[src/rtl/mono_hit_tx_emu_if.sv]
// Register bus between a host and mono_hit_tx_emu.
interface mono_hit_tx_emu_if #(
    parameter int unsigned ABUSWIDTH = 16
);
    logic [ABUSWIDTH-1:0] BUS_ADD;
    logic [7:0]           BUS_DATA_IN;
    logic [7:0]           BUS_DATA_OUT;
    logic                 BUS_WR;
    logic                 BUS_RD;

    modport master (output BUS_ADD, BUS_DATA_IN, BUS_WR, BUS_RD, input BUS_DATA_OUT);
    modport slave  (input BUS_ADD, BUS_DATA_IN, BUS_WR, BUS_RD, output BUS_DATA_OUT);
endinterface

[src/rtl/mono_hit_tx_emu.sv]
// MONOPIX chip-side emulator: buffers injected hits, raises TOKEN and
// answers each READ pulse with one gray-coded 30-bit word on TX_DATA/TX_CLK.
module mono_hit_tx_emu #(
    parameter int unsigned ABUSWIDTH = 16,
    parameter int unsigned DEPTH     = 16,
    parameter int unsigned CLK_DIV   = 4
) (
    input  logic                    BUS_CLK,
    input  logic                    RST,
    mono_hit_tx_emu_if.slave        bus,
    input  logic                    HIT_WR,
    input  logic [29:0]             HIT_DATA,
    input  logic                    TX_READ,
    input  logic                    TX_FREEZE,
    output logic                    TX_TOKEN,
    output logic                    TX_DATA,
    output logic                    TX_CLK
);
    localparam int unsigned AW = $clog2(DEPTH);
    localparam int unsigned PW = AW + 1;
    localparam int unsigned DW = (CLK_DIV > 1) ? $clog2(CLK_DIV) : 1;
    localparam int unsigned WW = 30;
    localparam int unsigned BW = 5;
    localparam logic [7:0]  VERSION = 8'd1;

    typedef enum logic {IDLE, SHIFT} state_t;

    logic           irst;
    logic           en_q, dis_gray_q;
    logic [7:0]     lost_cnt_q, data_out_q, rd_data;
    logic [PW-1:0]  wr_ptr_q, rd_ptr_q, vis_ptr_q, wr_ptr_nxt;
    logic [PW-1:0]  total_fill, vis_fill;
    logic [WW-1:0]  mem_q [DEPTH];
    logic           read_meta_q, read_sync_q, read_sync_dly_q;
    logic           freeze_meta_q, freeze_sync_q;
    logic [DW-1:0]  div_cnt_q;
    logic           tx_clk_q, token_q;
    logic           full, push, pop, read_rise, fall_tick;
    logic [WW-1:0]  hit_word, enc_word;
    state_t         state_q, state_d;
    logic [WW-1:0]  shreg_q, shreg_d;
    logic [BW-1:0]  bit_cnt_q, bit_cnt_d;
    logic           tx_data_q, tx_data_d;
    logic           unused_bits;

    // A write to address 0 acts as a soft reset of the whole block.
    assign irst = RST | (bus.BUS_WR & (bus.BUS_ADD == ABUSWIDTH'(0)));

    assign total_fill = wr_ptr_q - rd_ptr_q;
    assign vis_fill   = vis_ptr_q - rd_ptr_q;
    assign full       = (total_fill == PW'(DEPTH));
    assign push       = HIT_WR & (~full | pop);
    assign wr_ptr_nxt = wr_ptr_q + PW'(push);
    assign read_rise  = read_sync_q & ~read_sync_dly_q;
    assign fall_tick  = en_q & tx_clk_q & (div_cnt_q == DW'(CLK_DIV - 1));

    // Gray-code only the LE/TE timestamps; row/col pass through.
    assign hit_word = mem_q[rd_ptr_q[AW-1:0]];
    assign enc_word = dis_gray_q ? hit_word :
                      {hit_word[29:22] ^ {1'b0, hit_word[29:23]},
                       hit_word[21:14] ^ {1'b0, hit_word[21:15]},
                       hit_word[13:0]};

    assign unused_bits = ^bus.BUS_DATA_IN[7:2];

    // Register read mux.
    always_comb begin
        rd_data = 8'h00;
        case (bus.BUS_ADD)
            ABUSWIDTH'(0): rd_data = VERSION;
            ABUSWIDTH'(2): rd_data = {6'd0, dis_gray_q, en_q};
            ABUSWIDTH'(3): rd_data = lost_cnt_q;
            ABUSWIDTH'(4): rd_data = 8'(vis_fill);
            default:       rd_data = 8'h00;
        endcase
    end

    always_ff @(posedge BUS_CLK) begin
        if (push) mem_q[wr_ptr_q[AW-1:0]] <= HIT_DATA;
    end

    // Control registers, buffer pointers, synchronisers and TX_CLK divider.
    always_ff @(posedge BUS_CLK) begin
        if (irst) begin
            en_q            <= 1'b0;
            dis_gray_q      <= 1'b0;
            lost_cnt_q      <= 8'h00;
            data_out_q      <= 8'h00;
            wr_ptr_q        <= '0;
            rd_ptr_q        <= '0;
            vis_ptr_q       <= '0;
            read_meta_q     <= 1'b0;
            read_sync_q     <= 1'b0;
            read_sync_dly_q <= 1'b0;
            freeze_meta_q   <= 1'b0;
            freeze_sync_q   <= 1'b0;
            div_cnt_q       <= '0;
            tx_clk_q        <= 1'b0;
            token_q         <= 1'b0;
        end else begin
            read_meta_q     <= TX_READ;
            read_sync_q     <= read_meta_q;
            read_sync_dly_q <= read_sync_q;
            freeze_meta_q   <= TX_FREEZE;
            freeze_sync_q   <= freeze_meta_q;
            if (bus.BUS_WR && (bus.BUS_ADD == ABUSWIDTH'(2))) begin
                en_q       <= bus.BUS_DATA_IN[0];
                dis_gray_q <= bus.BUS_DATA_IN[1];
            end
            if (bus.BUS_RD) data_out_q <= rd_data;
            if (HIT_WR && !push && (lost_cnt_q != 8'hFF)) lost_cnt_q <= lost_cnt_q + 8'd1;
            wr_ptr_q <= wr_ptr_nxt;
            rd_ptr_q <= rd_ptr_q + PW'(pop);
            // While frozen, newly written words stay invisible to TOKEN and readout.
            if (!freeze_sync_q) vis_ptr_q <= wr_ptr_nxt;
            if (!en_q) begin
                div_cnt_q <= '0;
                tx_clk_q  <= 1'b0;
            end else if (div_cnt_q == DW'(CLK_DIV - 1)) begin
                div_cnt_q <= '0;
                tx_clk_q  <= ~tx_clk_q;
            end else begin
                div_cnt_q <= div_cnt_q + DW'(1);
            end
            token_q <= en_q & (vis_fill != '0);
        end
    end

    // Readout FSM state register.
    always_ff @(posedge BUS_CLK) begin
        if (irst) begin
            state_q   <= IDLE;
            shreg_q   <= '0;
            bit_cnt_q <= '0;
            tx_data_q <= 1'b0;
        end else begin
            state_q   <= state_d;
            shreg_q   <= shreg_d;
            bit_cnt_q <= bit_cnt_d;
            tx_data_q <= tx_data_d;
        end
    end

    // Readout FSM next state: pop on READ, shift out on TX_CLK falling ticks.
    always_comb begin
        state_d   = state_q;
        shreg_d   = shreg_q;
        bit_cnt_d = bit_cnt_q;
        tx_data_d = tx_data_q;
        pop       = 1'b0;
        case (state_q)
            IDLE: begin
                if (read_rise && en_q && (vis_fill != '0)) begin
                    pop       = 1'b1;
                    shreg_d   = enc_word;
                    tx_data_d = enc_word[WW-1];
                    bit_cnt_d = BW'(WW - 1);
                    state_d   = SHIFT;
                end
            end
            SHIFT: begin
                if (!en_q) begin
                    tx_data_d = 1'b0;
                    state_d   = IDLE;
                end else if (fall_tick) begin
                    if (bit_cnt_q == '0) begin
                        tx_data_d = 1'b0;
                        state_d   = IDLE;
                    end else begin
                        shreg_d   = {shreg_q[WW-2:0], 1'b0};
                        tx_data_d = shreg_q[WW-2];
                        bit_cnt_d = bit_cnt_q - BW'(1);
                    end
                end
            end
            default: state_d = IDLE;
        endcase
    end

    assign bus.BUS_DATA_OUT = data_out_q;
    assign TX_TOKEN         = token_q;
    assign TX_DATA          = tx_data_q;
    assign TX_CLK           = tx_clk_q;

endmodule
[src/flat_wrapper.sv]
// flat-port wrapper written by rule: the top's interface ports become plain ports
module mono_hit_tx_emu_flat 
#(
    parameter int unsigned ABUSWIDTH = 16,
    parameter int unsigned DEPTH     = 16,
    parameter int unsigned CLK_DIV   = 4
)
  (BUS_CLK, RST, HIT_WR, HIT_DATA, TX_READ, TX_FREEZE, TX_TOKEN, TX_DATA, TX_CLK, bus_BUS_ADD, bus_BUS_DATA_IN, bus_BUS_WR, bus_BUS_RD, bus_BUS_DATA_OUT);
  mono_hit_tx_emu_if #(.ABUSWIDTH(ABUSWIDTH)) bus_i ();
  input  logic BUS_CLK;
  input  logic RST;
  input  logic HIT_WR;
  input  logic [29:0] HIT_DATA;
  input  logic TX_READ;
  input  logic TX_FREEZE;
  output logic TX_TOKEN;
  output logic TX_DATA;
  output logic TX_CLK;
  input wire logic [$bits(bus_i.BUS_ADD)-1:0] bus_BUS_ADD;
  input wire logic [$bits(bus_i.BUS_DATA_IN)-1:0] bus_BUS_DATA_IN;
  input wire logic [$bits(bus_i.BUS_WR)-1:0] bus_BUS_WR;
  input wire logic [$bits(bus_i.BUS_RD)-1:0] bus_BUS_RD;
  output wire logic [$bits(bus_i.BUS_DATA_OUT)-1:0] bus_BUS_DATA_OUT;
  assign bus_i.BUS_ADD = bus_BUS_ADD;
  assign bus_i.BUS_DATA_IN = bus_BUS_DATA_IN;
  assign bus_i.BUS_WR = bus_BUS_WR;
  assign bus_i.BUS_RD = bus_BUS_RD;
  assign bus_BUS_DATA_OUT = bus_i.BUS_DATA_OUT;
  mono_hit_tx_emu #(.ABUSWIDTH(ABUSWIDTH), .DEPTH(DEPTH), .CLK_DIV(CLK_DIV)) u_core (.BUS_CLK(BUS_CLK), .RST(RST), .bus(bus_i), .HIT_WR(HIT_WR), .HIT_DATA(HIT_DATA), .TX_READ(TX_READ), .TX_FREEZE(TX_FREEZE), .TX_TOKEN(TX_TOKEN), .TX_DATA(TX_DATA), .TX_CLK(TX_CLK));
endmodule
[config.mk]
export PLATFORM = sky130hd
export DESIGN_NAME = mono_hit_tx_emu_flat
export DESIGN_NICKNAME = d
export VERILOG_FILES = /design/src/rtl/mono_hit_tx_emu_if.sv /design/src/rtl/mono_hit_tx_emu.sv /design/src/flat_wrapper.sv
export SDC_FILE = /design/constraint.sdc
export NUM_CORES = 1
export LEC_CHECK = 0
export ABC_AREA = 1
export CORE_AREA = 2 2 287 289
export CTS_CLUSTER_DIAMETER = 60
export DETAILED_ROUTE_END_ITERATION = 10
export DIE_AREA = 0 0 289 291
export GPL_ROUTABILITY_DRIVEN = 0
export PLACE_DENSITY = 0.47
export SYNTH_ARGS = -nofsm -noshare
export SYNTH_HDL_FRONTEND = slang
export SYNTH_SLANG_ARGS = --single-unit
[constraint.sdc]
create_clock -name BUS_CLK -period 10.2 [get_ports BUS_CLK]
set_clock_uncertainty 0.05 [all_clocks]
set_input_delay 2.04 -clock BUS_CLK [delete_from_list [all_inputs] [get_ports BUS_CLK]]
set_output_delay 2.04 -clock BUS_CLK [all_outputs]
set_load 0.05 [all_outputs]
== Word-level counts from Yosys, hierarchy flattened ==
Memories as Yosys holds them, arrays and structs flattened. A register that Yosys moved wholly into a read port is not among the register bits.
Cells that the tools add are included.
Word-level totals
  register bits: 78
  memory bits (writable): 480
  bits in read-only memories: 0
  latch bits: 0
  memories kept: 1
Memory list
  u_core.mem_q: depth 16, width 30, read ports 1, clocked after memory_dff 1, write ports 1, line mono_hit_tx_emu.sv:33  | logic [WW-1:0] mem_q [DEPTH];
Cells by class
  shifts and indexed selects: 0
  order comparisons: 0
  bitwise operators: 15
  muxes and demuxes: 26
  reduce and logical (&&, ||, !) cells: 13
  div/mod/pow operators: 0
  equal/unequal tests: 11
  $mul: 0
  add/sub/neg operators: 7
Operators with widths (number)
  29-bit 2-to-1 mux: 4
  29-bit case mux with 2 select lines: 1
  16-bit by 2-bit == test with 1-bit output (second input constant): 2
  8-bit case mux with 4 select lines: 1
  30-bit 2-to-1 mux: 1
  5-bit 2-to-1 mux: 4
  16-bit by 3-bit == test with 1-bit output (second input constant): 1
  16-bit zero test: 1
  8-bit by 7-bit bitwise XOR with 8-bit output: 2
  1-bit 2-to-1 mux: 11
  5-bit by 1-bit adder with 5-bit output: 2
  5-bit case mux with 2 select lines: 1
  5-bit subtractor: 2
  8-bit by 1-bit adder with 8-bit output (second input constant): 1
  8-bit != test (second input constant): 1
  1-bit AND: 6
  2-bit by 1-bit != test with 1-bit output (second input constant): 3
  5-bit == test (second input constant): 1
  1-bit logical AND: 5
  5-bit zero test: 1
  1-bit inverter: 5
  5-bit nonzero test: 1
  5-bit by 1-bit subtractor with 5-bit output (second input constant): 1
  4-bit 2-to-1 mux: 1
  11 further kinds: 13

== Depth between registers and ports, before layout ==
Gate-level depths: netlist of the first run.
  depth after elaboration: 11
  depth in mapped cells: 21
  mapped depth without buffers: 19

== Worst setup path after synthesis of the first run ==
Ideal clock, no wire load.
  kind: input-to-reg
  from: input port HIT_WR
  to: memory u_core.mem_q[8][0] (enable)
  arrival: 4245 ps
  setup slack: 5450 ps
  data required time: 9695 ps
  stages: 2
  cell sequence: nand2_1 -> nor3_1
On the way
  cells in the longest elaborated chain, start to end: 3
Ends and longest elaborated chain
  from (decl): line flat_wrapper.sv:12  | input logic HIT_WR;
  1-bit AND: line mono_hit_tx_emu.sv:52  | assign push = HIT_WR & (~full | pop);
  1-bit 2-to-1 mux: line mono_hit_tx_emu.sv:79  | if (push) mem_q[wr_ptr_q[AW-1:0]] <= HIT_DATA;
  1-bit 2-to-1 mux (implied by the code): line mono_hit_tx_emu.sv:79
  to (decl): line mono_hit_tx_emu.sv:33
Every way passes these cells.

== Worst setup path in the final report of the first run ==
  from: register u_core.rd_ptr_q[0]
  to: memory u_core.mem_q[11][26] (enable)
On the way
  cells in the longest elaborated chain, start to end: 9
Ends and longest elaborated chain
  from (decl): line mono_hit_tx_emu.sv:31  | logic [PW-1:0] wr_ptr_q, rd_ptr_q, vis_ptr_q, wr_ptr_nxt;
  from (signal assigned): line mono_hit_tx_emu.sv:113  | rd_ptr_q <= rd_ptr_q + PW'(pop);
  5-bit subtractor: line mono_hit_tx_emu.sv:50  | assign vis_fill = vis_ptr_q - rd_ptr_q;
  5-bit nonzero test: line mono_hit_tx_emu.sv:153  | if (read_rise && en_q && (vis_fill != '0)) begin
  1-bit logical AND: line mono_hit_tx_emu.sv:153
  1-bit 2-to-1 mux: line mono_hit_tx_emu.sv:153
  1-bit 2-to-1 mux: line mono_hit_tx_emu.sv:151  | case (state_q)
  1-bit OR *: line mono_hit_tx_emu.sv:52
  1-bit AND *: line mono_hit_tx_emu.sv:52
  1-bit 2-to-1 mux *: line mono_hit_tx_emu.sv:79
  1-bit 2-to-1 mux (implied by the code) *: line mono_hit_tx_emu.sv:79
Every way passes the cells marked *; elsewhere a longest branch is shown, timed or not.

==> results.rst, run 1 <==
.. list-table::
   :header-rows: 1

   * - Metric
     - Value
   * - Dominant cells by area after synthesis
     - sky130_fd_sc_hd__edfxtp_1 60%, sky130_fd_sc_hd__nand2_1 8.0%, sky130_fd_sc_hd__dfxtp_1 6.5%
   * - Destination of the worst register-to-register timing path
     - u_core.mem_q[11][26]
   * - Hold buffer count at CTS
     - 0
   * - Proportion of layout cells with a drive suffix above 1
     - 7.45%
   * - CP endpoint kind
     - register
   * - Total design power
     - about 5000 µW
   * - Share of the synthesized area in compound gates (AO/OA/AOI/OAI)
     - about 7.2%
   * - Initial core utilization
     - slightly below 30%
   * - Primary FF master, synth
     - sky130_fd_sc_hd__edfxtp_1
   * - Fraction of registers with async set or reset after synthesis
     - 0%
   * - Number of enable-type register cells in the synthesized netlist
     - 480
   * - Post-Route Setup TNS
     - 0 ns
   * - Number of pins with negative max-slew slack in the final report
     - 0
   * - Max-capacitance violation count
     - 0
   * - Pin slew with the least headroom to its limit
     - between 1 and 1.5 ns
   * - Critical path's most frequent cell
     - sky130_fd_sc_hd__nand2_1
   * - Tot GR Track Use
     - between 10% and 20%
   * - Vias in the first global route
     - 15800
   * - Floorplan die area
     - 0.0841 mm²
   * - Critical register-to-register path startpoint
     - u_core.rd_ptr_q[0]
   * - Master of the slowest instance on the critical path
     - sky130_fd_sc_hd__nor3_2
   * - Cell with the most instances after synthesis
     - sky130_fd_sc_hd__nand2_1
   * - Top Family by Delay on Critical Path
     - simple AND/OR/NAND/NOR gates
   * - Peak fanout along the critical path
     - 66
   * - Hold Crit Depth
     - 2
   * - Post-Synth Adder-Cell Area
     - 0.915%
   * - Number of gates resized after cts
     - 0
   * - Worst Hold Path EP
     - u_core.read_sync_q
   * - Final core area utilization
     - 34.4%
   * - WL final
     - roughly 65000 µm
   * - Area of the multi-input gates
     - ~0.0065 mm²
   * - Cell at the root of the clock tree
     - sky130_fd_sc_hd__clkbuf_16
   * - Via density per instance
     - roughly 4.6
   * - Post-detailed-placement cell area
     - roughly 0.026 mm²
   * - Largest family of logic cells by synthesized area
     - simple AND/OR/NAND/NOR gates
   * - Starting DRT DRC Count
     - ~1000
   * - Required arrival time at the worst endpoint
     - a little over 10 ns
   * - Synthesized net count
     - between 2000 and 2500
   * - Endpoints failing hold
     - 0
   * - Area of the core
     - approximately 0.081 mm²
   * - Leakage
     - between 0.01 and 0.015 µW
   * - Count of clock tree sinks
     - about 560
   * - Max frequency
     - roughly 0.19 GHz
   * - Worst relative slew slack
     - 21.7%
   * - Worst path cell trace
     - buf_4 > ha_1 > inv_1 > fa_1 > nand3_1 > nand2_1 > xnor2_1 > nand3_1 > nand2_4 > nand2_1 > nand2_1 > nor3_2 > buf_4
   * - CTS tree
     - built
   * - Syn Std Cell Area
     - roughly 0.024 mm²
   * - Multiplexer share of the synthesized area
     - 0%
   * - Reg area
     - ~0.016 mm²
   * - Number of distinct standard cells referenced by the synthesized netlist
     - 39
   * - Register bit count reported by yosys
     - 558
   * - Register clock-pin slew on the reported worst setup and hold paths
     - roughly 0.05 ns
   * - Arrival time reported for the critical path endpoint
     - between 5 and 6 ns
   * - Number of buffers inserted by port buffering
     - between 60 and 70
   * - Post-synthesis instance total
     - between 2000 and 2500
   * - Wire length of the first global-routing pass
     - a little under 100000 µm
   * - Die Span X
     - approximately 290 µm
   * - Congestion Overflow GR
     - 0
   * - Layout area overhead
     - 16.2%
   * - Number of buffers added for setup after CTS
     - 0
   * - Min-delay worst type
     - reg2reg
   * - First-pass detailed-route iteration total
     - 5
   * - Total number of placement rows
     - between 100 and 150
   * - Total half-perimeter wirelength after legalization and detailed placement
     - 34900 µm
   * - Final worst slack
     - just under 5 ns
   * - CP Class
     - reg2reg
   * - Yosys warnings
     - 0
   * - Crit path time final
     - around 5.3 ns
   * - Final instance area
     - 0.0280 mm²
   * - Final cycle utilization of the critical path
     - 52.1%
   * - Worst Hold Launch
     - u_core.read_meta_q
   * - Maximum root-to-sink buffer count
     - 3
   * - Remaining antenna violation count after routing
     - 0
   * - Fraction of the yosys area taken by sequential cells
     - between 60% and 70%
   * - Largest vdd supply drop
     - between 0.0001 and 0.00015 V
   * - Status
     - complete, no violations
   * - Top-level I/O count
     - ~70
   * - Share of the synthesized area in the top cell type
     - between 50 and 60%
   * - Cell accounting for the most synthesized area
     - sky130_fd_sc_hd__edfxtp_1
   * - Later-pin clock latency in the skew report
     - roughly 0.6 ns
   * - Routed len/inst
     - around 18 µm
   * - Vias
     - approximately 16000
   * - Htree depth
     - 3
   * - Die boundary height
     - 291 µm
   * - Worst Setup Slack post-DPL
     - ~4.7 ns
   * - Xor/xnor cell area share of the yosys netlist
     - less than 1%
   * - Most frequent cells after synthesis
     - 511 x sky130_fd_sc_hd__nand2_1, 480 x sky130_fd_sc_hd__edfxtp_1, 295 x sky130_fd_sc_hd__inv_1, 254 x sky130_fd_sc_hd__nor2_1, 232 x sky130_fd_sc_hd__nand3_1
   * - Initial antenna violation count
     - 2
   * - Startpoint type of the worst setup path
     - register
   * - Total buffers and inverters traversed by the critical path
     - 3
   * - Largest net degree at the start of global routing
     - 90
   * - Final setup violation count
     - 0
   * - Setup repair after global routing missed its margin
     - no
   * - Remaining design rule violation count
     - 0
   * - Path depth of the worst reg2reg path
     - 13
   * - Area fraction in and, or, nand and nor cells after synthesis
     - between 10% and 20%
   * - Number of fillers in the final layout
     - 8112
   * - Avg Synthesized Cell Area
     - roughly 10 µm²
   * - Reg-to-reg slack, setup
     - 4.89 ns
   * - Number of buffers inserted during clock tree synthesis
     - 66
   * - Total Nets Final
     - between 2000 and 2500
   * - Max incr delay on CP
     - ~0.9 ns
   * - Total power density per cell area
     - between 150 and 200 mW/mm²
-- through the flow --
stage,hold slack (ns),std cells
after floorplan,0.344,2358
after global placement,0.349,3407
after detailed placement,0.352,3407
after CTS,0.360,3526
after global routing,0.380,3527
final,0.358,3527
-- tightest hold or removal path, stage by stage, from the launching register on --
cell and delay [ns]:
sky130_fd_sc_hd__dfxtp_1 0.29, sky130_fd_sc_hd__inv_1 0.04, sky130_fd_sc_hd__nor2_1 0.03
-- metal layers --
layer	vias up	wire, µm	track usage [%]
met5	-	8	0
met1	7886	29500	20.7
met2	355	31000	25.8
li1	7973	-	-
met4	2	1340	4.59
met3	76	3020	2.27
-- state kept, by name, indices dropped and copies added (netlist names), 2 cells and up --
register	flops
u_core.mem_q	480
u_core.shreg_q	29
u_core.bus.BUS_DATA_OUT	8
u_core.lost_cnt_q	8
u_core.bit_cnt_q	5
u_core.rd_ptr_q	5
u_core.vis_ptr_q	5
u_core.wr_ptr_q	5
u_core.div_cnt_q	2
-- worst max path at each step --
stage	start	to	slack, ns	depth (start not counted)
after global placement	u_core.rd_ptr_q[0]	u_core.mem_q[11][25]	4.81	13
after CTS	u_core.rd_ptr_q[0]	u_core.mem_q[11][16]	4.65	13
after global routing	u_core.rd_ptr_q[0]	u_core.mem_q[11][26]	4.45	13
final	u_core.rd_ptr_q[0]	u_core.mem_q[11][26]	4.89	13
after floorplan	HIT_WR	u_core.mem_q[8][0]	5.45	2
after detailed placement	u_core.rd_ptr_q[0]	u_core.mem_q[11][18]	4.71	13
-- placed cells by master, fill, tap and decap left out, drive strengths merged, types with 3 or more instances in the layout --
| cell type | n |
|---|---|
| nor3 | 8 |
| xor2 | 10 |
| clkdlybuf4s50 | 65 |
| o21ai | 169 |
| nand3 | 233 |
| ha | 16 |
| inv | 305 |
| edfxtp | 480 |
| o22ai | 35 |
| o211ai | 24 |
| clkinv | 23 |
| nand2 | 520 |
| clkbuf | 88 |
| o221ai | 4 |
| dfxtp | 78 |
| nor2 | 255 |
| nand4 | 7 |
| buf | 35 |
| a21oi | 77 |
| bufinv | 3 |
| or2 | 8 |
| xnor2 | 7 |
-- cell type report --
cell class | count | area share (%)
diodes | 1 | 0.00895
multi-input cells | 1379 | 23.2
flip-flops and latches | 558 | 57.2
inverters | 300 | 4.06
clock inverters | 31 | 1.03
clock buffers | 88 | 6.47
well taps | 1070 | 4.79
repair buffers | 100 | 3.27
-- logic make-up (layout without fill, tap and decap cells) --
logic type	count (synthesis)	count (layout)
buffers and inverters	421	519
XOR/XNOR	17	17
flip-flops	558	558
AO/OA/AOI/OAI	312	312
other	0	1
adder cells (fa/ha/maj)	17	17
AND/OR/NAND/NOR	1033	1033
-- power by group --
| part | switching (µW) | internal, µW |
|---|---|---|
| combinational | 146 | 67.1 |
| sequential | 10.5 | 2520 |
| clock | 937 | 1340 |
(Power assumes the default switching activity.)
==> run 2: changes to the inputs <==
--- a/config.mk
+++ b/config.mk
@@ -11,7 +11,7 @@
 export DETAILED_ROUTE_END_ITERATION = 10
 export DIE_AREA = 0 0 289 291
 export GPL_ROUTABILITY_DRIVEN = 0
-export PLACE_DENSITY = 0.47
+export PLACE_DENSITY = 0.49
 export SYNTH_ARGS = -nofsm -noshare
 export SYNTH_HDL_FRONTEND = slang
 export SYNTH_SLANG_ARGS = --single-unit
==> constraint.sdc (replaced) <==
create_clock -name BUS_CLK -period 4.2 [get_ports BUS_CLK]
set_clock_uncertainty 0.05 [all_clocks]
set_input_delay 0.84 -clock BUS_CLK [delete_from_list [all_inputs] [get_ports BUS_CLK]]
set_output_delay 0.84 -clock BUS_CLK [all_outputs]
set_load 0.05 [all_outputs]
==> results.rst, run 2 (synthesized netlist as in run 1, its figures left out) <==
.. list-table::
   :header-rows: 1

   * - Metric
     - Value
   * - Status
     - complete, no violations
   * - Pin slew with the least headroom to its limit
     - between 1 and 1.5 ns
   * - Htree depth
     - 2
   * - Floorplan die area
     - between 0.08 and 0.09 mm²
   * - Final core area utilization
     - 34.5%
   * - Die Span X
     - roughly 290 µm
   * - Leakage
     - about 0.011 µW
   * - Register clock-pin slew on the reported worst setup and hold paths
     - ~0.060 ns
   * - Post-Route Setup TNS
     - 0 ns
   * - Proportion of layout cells with a drive suffix above 1
     - about 7.6%
   * - Arrival time reported for the critical path endpoint
     - 3.58 ns
   * - Top-level I/O count
     - 72
   * - Wire length of the first global-routing pass
     - 96700 µm
   * - Vias in the first global route
     - 15900
   * - Starting DRT DRC Count
     - approximately 1100
   * - Peak fanout along the critical path
     - 46
   * - Number of pins with negative max-slew slack in the final report
     - 0
   * - Area of the core
     - 0.0812 mm²
   * - Hold buffer count at CTS
     - 0
   * - Post-detailed-placement cell area
     - about 0.026 mm²
   * - Leading cell type in the layout, fill and taps excluded
     - sky130_fd_sc_hd__nand2_1
   * - Final cycle utilization of the critical path
     - about 80%
   * - Crit path time final
     - around 3.4 ns
   * - Layout area overhead
     - 16.3%
   * - Total Nets Final
     - between 2000 and 2500
   * - Number of gates resized after cts
     - 0
   * - Initial antenna violation count
     - 2
   * - Total half-perimeter wirelength after legalization and detailed placement
     - around 35000 µm
   * - Final setup violation count
     - 0
   * - Worst relative slew slack
     - between 20% and 30%
   * - Later-pin clock latency in the skew report
     - approximately 0.65 ns
   * - Startpoint type of the worst setup path
     - register
   * - Min-delay worst type
     - reg2reg
   * - Remaining design rule violation count
     - 0
   * - Cell at the root of the clock tree
     - sky130_fd_sc_hd__clkbuf_16
   * - Die boundary height
     - just under 300 µm
   * - Remaining antenna violation count after routing
     - 0
   * - Final instance area
     - 0.0280 mm²
   * - Endpoints failing hold
     - 0
   * - Maximum root-to-sink buffer count
     - 3
   * - First-pass detailed-route iteration total
     - 5
   * - WL final
     - ~64000 µm
   * - Number of flip-flops in the largest register
     - between 400 and 500
   * - Max-capacitance violation count
     - 0
   * - Largest vdd supply drop
     - ~0.00028 V
   * - Total number of placement rows
     - roughly 110
   * - CP Class
     - reg2reg
   * - Number of buffers inserted by port buffering
     - 65
   * - Vias
     - between 15000 and 20000
   * - Congestion Overflow GR
     - 0
   * - CTS tree
     - built
   * - Number of buffers inserted during clock tree synthesis
     - 59
   * - Tot GR Track Use
     - around 15%
   * - CP endpoint kind
     - register
   * - Max frequency
     - between 0.2 and 0.3 GHz
   * - Required arrival time at the worst endpoint
     - 4.41 ns
   * - Largest net degree at the start of global routing
     - about 150
   * - Number of buffers added for setup after CTS
     - 0
   * - Via density per instance
     - between 4 and 5
   * - Initial core utilization
     - just under 30%
   * - Total power density per cell area
     - roughly 420 mW/mm²
   * - Setup repair after global routing missed its margin
     - no
   * - Count of clock tree sinks
     - 558
   * - Commonest non-fill, non-tap cells in the layout
     - 511 x sky130_fd_sc_hd__nand2_1, 480 x sky130_fd_sc_hd__edfxtp_1, 295 x sky130_fd_sc_hd__inv_1, 243 x sky130_fd_sc_hd__nor2_1, 232 x sky130_fd_sc_hd__nand3_1
   * - Routed len/inst
     - roughly 18 µm
==> run 2: path summary, 6_finish.rpt <==
check	from	endpoint	slack, ns	cells after the start
worst min-delay path	u_core.freeze_meta_q	u_core.freeze_sync_q	0.35	2
worst min register to register	u_core.freeze_meta_q	u_core.freeze_sync_q	0.35	2
worst max register to register	u_core.rd_ptr_q[0]	u_core.mem_q[3][27]	0.83	13
worst max-delay path	u_core.rd_ptr_q[0]	u_core.mem_q[3][27]	0.83	13
==> run 2: layout make-up <==
class                      instances  area (µm²)
antenna                            1        2.50
multi-input combinational       1379        6490
sequential                       558       16000
fill                            8070       53200
timing repair buffer             114        1120
clock inverter                    36         385
tap                             1070        1340
clock buffer                      74        1530
inverter                         300        1140
==> run 2: worst max-delay path: stages, from the launching register on <==
cell	delay, ns
sky130_fd_sc_hd__dfxtp_4	0.34
sky130_fd_sc_hd__buf_4	0.51
sky130_fd_sc_hd__ha_1	0.26
sky130_fd_sc_hd__o21bai_1	0.08
sky130_fd_sc_hd__nand2_1	0.08
sky130_fd_sc_hd__nand2_1	0.08
sky130_fd_sc_hd__nand2_1	0.08
sky130_fd_sc_hd__nand3_1	0.07
sky130_fd_sc_hd__nand2_1	0.11
sky130_fd_sc_hd__nor2_4	0.09
sky130_fd_sc_hd__a21oi_2	0.24
sky130_fd_sc_hd__nand3_1	0.38
sky130_fd_sc_hd__nor2_4	0.19
sky130_fd_sc_hd__buf_4	0.42
==> run 2: stage by stage <==
stage,std cells,power (µW),worst slack (ns),hold slack [ns]
floorplan,2358,6530,-0.519,0.344
global placement,3421,6780,0.787,0.354
detailed placement,3421,6790,0.795,0.352
CTS,3531,12000,0.768,0.357
global route,3532,12200,0.573,0.374
finish,3532,11800,0.827,0.353
==> run 2: power by group <==
part           switching, µW  leakage (µW)  internal (µW)
Combinational            359       0.00483            168
Sequential              27.1       0.00497           6120
Clock                   2230      0.000912           2920
Total                   2610        0.0107           9210
==> run 2: routing by layer <==
| layer | GRT usage, % | routed length (µm) | up-vias |
|---|---|---|---|
| met5 | 0 | 8 | - |
| met3 | 2.22 | 2950 | 93 |
| met4 | 4.12 | 1420 | 2 |
| met2 | 25.5 | 30500 | 346 |
| met1 | 20.0 | 28800 | 7945 |
| li1 | - | - | 7990 |
==> run 3: changes to the inputs <==
==> constraint.sdc (replaced) <==
create_clock -name BUS_CLK -period 3.05 [get_ports BUS_CLK]
set_clock_uncertainty 0.05 [all_clocks]
set_input_delay 0.61 -clock BUS_CLK [delete_from_list [all_inputs] [get_ports BUS_CLK]]
set_output_delay 0.61 -clock BUS_CLK [all_outputs]
set_load 0.05 [all_outputs]
==> results.rst, run 3 (synthesized netlist as in run 1, its figures left out) <==
.. list-table::
   :header-rows: 1

   * - Metric
     - Value
   * - Number of buffers added for setup after CTS
     - 0
   * - Starting DRT DRC Count
     - 1204
   * - Status
     - complete, no violations
   * - Remaining design rule violation count
     - 0
   * - Total design power
     - around 16000 µW
   * - Largest net degree at the start of global routing
     - around 160
   * - Initial antenna violation count
     - 1
   * - CP Class
     - reg2reg
   * - Master of the slowest instance on the critical path
     - sky130_fd_sc_hd__dfxtp_4
   * - Count of clock tree sinks
     - 558
   * - Die boundary height
     - between 200 and 300 µm
   * - Worst Hold Path EP
     - u_core.freeze_sync_q
   * - Area of the core
     - around 0.081 mm²
   * - Layout area overhead
     - 18.0%
   * - CP endpoint kind
     - register
   * - WL final
     - between 60000 and 70000 µm
   * - Cell at the root of the clock tree
     - sky130_fd_sc_hd__clkbuf_16
   * - Hold slack
     - 0.362 ns
   * - Remaining antenna violation count after routing
     - 0
   * - Hold Crit Depth
     - 2
   * - Worst Hold Launch
     - u_core.freeze_meta_q
   * - Total Nets Final
     - 2501
   * - Number of pins with negative max-slew slack in the final report
     - 0
   * - Max frequency
     - between 0.3 and 0.4 GHz
   * - Cells after DPL
     - 3431
   * - Vias in the first global route
     - 15600
   * - Largest vdd supply drop
     - ~0.00037 V
   * - CTS tree
     - built
   * - Area of the multi-input gates
     - 0.00659 mm²
   * - Register clock-pin slew on the reported worst setup and hold paths
     - 0.06 ns
   * - First-pass detailed-route iteration total
     - 5
   * - Wire length of the first global-routing pass
     - 94900 µm
   * - Vias
     - roughly 16000
   * - Number of buffers inserted by port buffering
     - 65
   * - Destination of the worst register-to-register timing path
     - u_core.vis_ptr_q[4]
   * - Tot GR Track Use
     - ~15%
   * - Die Span X
     - 289 µm
   * - Routed len/inst
     - roughly 18 µm
   * - Proportion of layout cells with a drive suffix above 1
     - under 10%
   * - Later-pin clock latency in the skew report
     - about 0.64 ns
   * - Total power density per cell area
     - 578 mW/mm²
   * - Endpoints failing hold
     - 0
   * - Crit path time final
     - ~2.8 ns
   * - Worst path cell trace
     - ha_1 > inv_1 > fa_2 > nand3_1 > nand2_1 > xnor2_1 > nand3_1 > nand2_4 > a21oi_4 > ha_2 > ha_2 > nand3_1 > xor2_1 > or2_2 > a21oi_1
   * - Reg area
     - between 0.015 and 0.02 mm²
   * - Setup repair after global routing missed its margin
     - no
   * - Congestion Overflow GR
     - 0
   * - Number of fillers in the final layout
     - between 7000 and 8000
   * - Max incr delay on CP
     - 0.38 ns
   * - Final cycle utilization of the critical path
     - 92.8%
   * - Worst relative slew slack
     - between 40% and 50%
   * - Final setup violation count
     - 0
   * - Min-delay worst type
     - reg2reg
   * - Critical register-to-register path startpoint
     - u_core.rd_ptr_q[0]
   * - Required arrival time at the worst endpoint
     - 3.55 ns
   * - Peak fanout along the critical path
     - 4
   * - Htree depth
     - 2
   * - Leading cell type in the layout, fill and taps excluded
     - sky130_fd_sc_hd__nand2_1
   * - Number of gates resized after cts
     - 0
   * - Top-level I/O count
     - 72
   * - Maximum root-to-sink buffer count
     - 3
   * - Hold buffer count at CTS
     - 0
   * - Pin slew with the least headroom to its limit
     - ~0.9 ns
   * - Initial core utilization
     - 29.6%
   * - Leakage
     - around 0.011 µW
   * - Max-capacitance violation count
     - 0
   * - Number of flip-flops in the largest register
     - 480
   * - Via density per instance
     - approximately 4.6
   * - Total half-perimeter wirelength after legalization and detailed placement
     - 35600 µm
   * - Commonest non-fill, non-tap cells in the layout
     - 508 x sky130_fd_sc_hd__nand2_1, 480 x sky130_fd_sc_hd__edfxtp_1, 294 x sky130_fd_sc_hd__inv_1, 243 x sky130_fd_sc_hd__nor2_1, 232 x sky130_fd_sc_hd__nand3_1
   * - Arrival time reported for the critical path endpoint
     - around 3.3 ns
   * - Path depth of the worst reg2reg path
     - 15
   * - Floorplan die area
     - between 0.08 and 0.09 mm²
   * - Reg-to-reg slack, setup
     - 0.22 ns
   * - Startpoint type of the worst setup path
     - register
   * - Post-route non-filler standard cell count
     - 3543
   * - Total number of placement rows
     - approximately 110
   * - Number of buffers inserted during clock tree synthesis
     - 60
   * - Critical path's most frequent cell
     - sky130_fd_sc_hd__nand3_1
## run 3: worst max-delay path by stage
stage	from	end	slack, ns	cells after the start
5_1_grt	u_core.vis_ptr_q[0]	u_core.shreg_q[12]	0.009	14
2_1_floorplan	u_core.rd_ptr_q[1]	u_core.mem_q[13][0]	-0.1	12
6_report	u_core.rd_ptr_q[0]	u_core.vis_ptr_q[4]	0.22	15
4_1_cts	u_core.rd_ptr_q[0]	u_core.vis_ptr_q[4]	0.17	15
3_5_place_dp	u_core.rd_ptr_q[0]	u_core.vis_ptr_q[4]	0.17	15
3_3_place_gp	u_core.rd_ptr_q[0]	u_core.vis_ptr_q[4]	0.13	15
## run 3: cell type report
type / count / share of cell area, %
Clock buffer: 79 / 5.62
Inverter: 300 / 3.99
Clock inverter: 32 / 1.21
Multi-Input combinational cell: 1379 / 23.2
Tap cell: 1070 / 4.71
Timing Repair Buffer: 124 / 4.99
Antenna cell: 1 / 0.00881
Sequential cell: 558 / 56.3
## run 3: power breakdown
part	leakage, µW	total, µW	switching, µW	internal (µW)
sequential	0.00497	8460	37.3	8420
combinational	0.00500	792	523	269
clock	0.000959	7180	3050	4130
total	0.0109	16400	3610	12800
## run 3: critical path: cells and delay by family, from the launching register on
kind | cells | cell delay, ns
buf+inv | 1 | 0.06
xor+xnor | 2 | 0.32
fa+ha+maj | 4 | 0.87
flops | 1 | 0.38
simple gates | 6 | 0.78
compound gates | 2 | 0.29
## run 3: through the flow
stage	instance area (µm²)	utilization [%]	TNS, ns	worst slack [ns]
after floorplan	24300	-	-11.68	-0.0985
after global placement	26500	32.6	0	0.134
after detailed placement	26500	32.6	0	0.173
after CTS	28400	35.0	0	0.168
after global routing	28400	35.0	0	0.00908
final	28400	35.0	0	0.220
## run 3: metal layers
layer  GRT usage, %  routed length [µm]
met4           4.43                1530
met5              0                  13
met2           24.5               30300
met1           20.0               28500
met3           2.20                2930
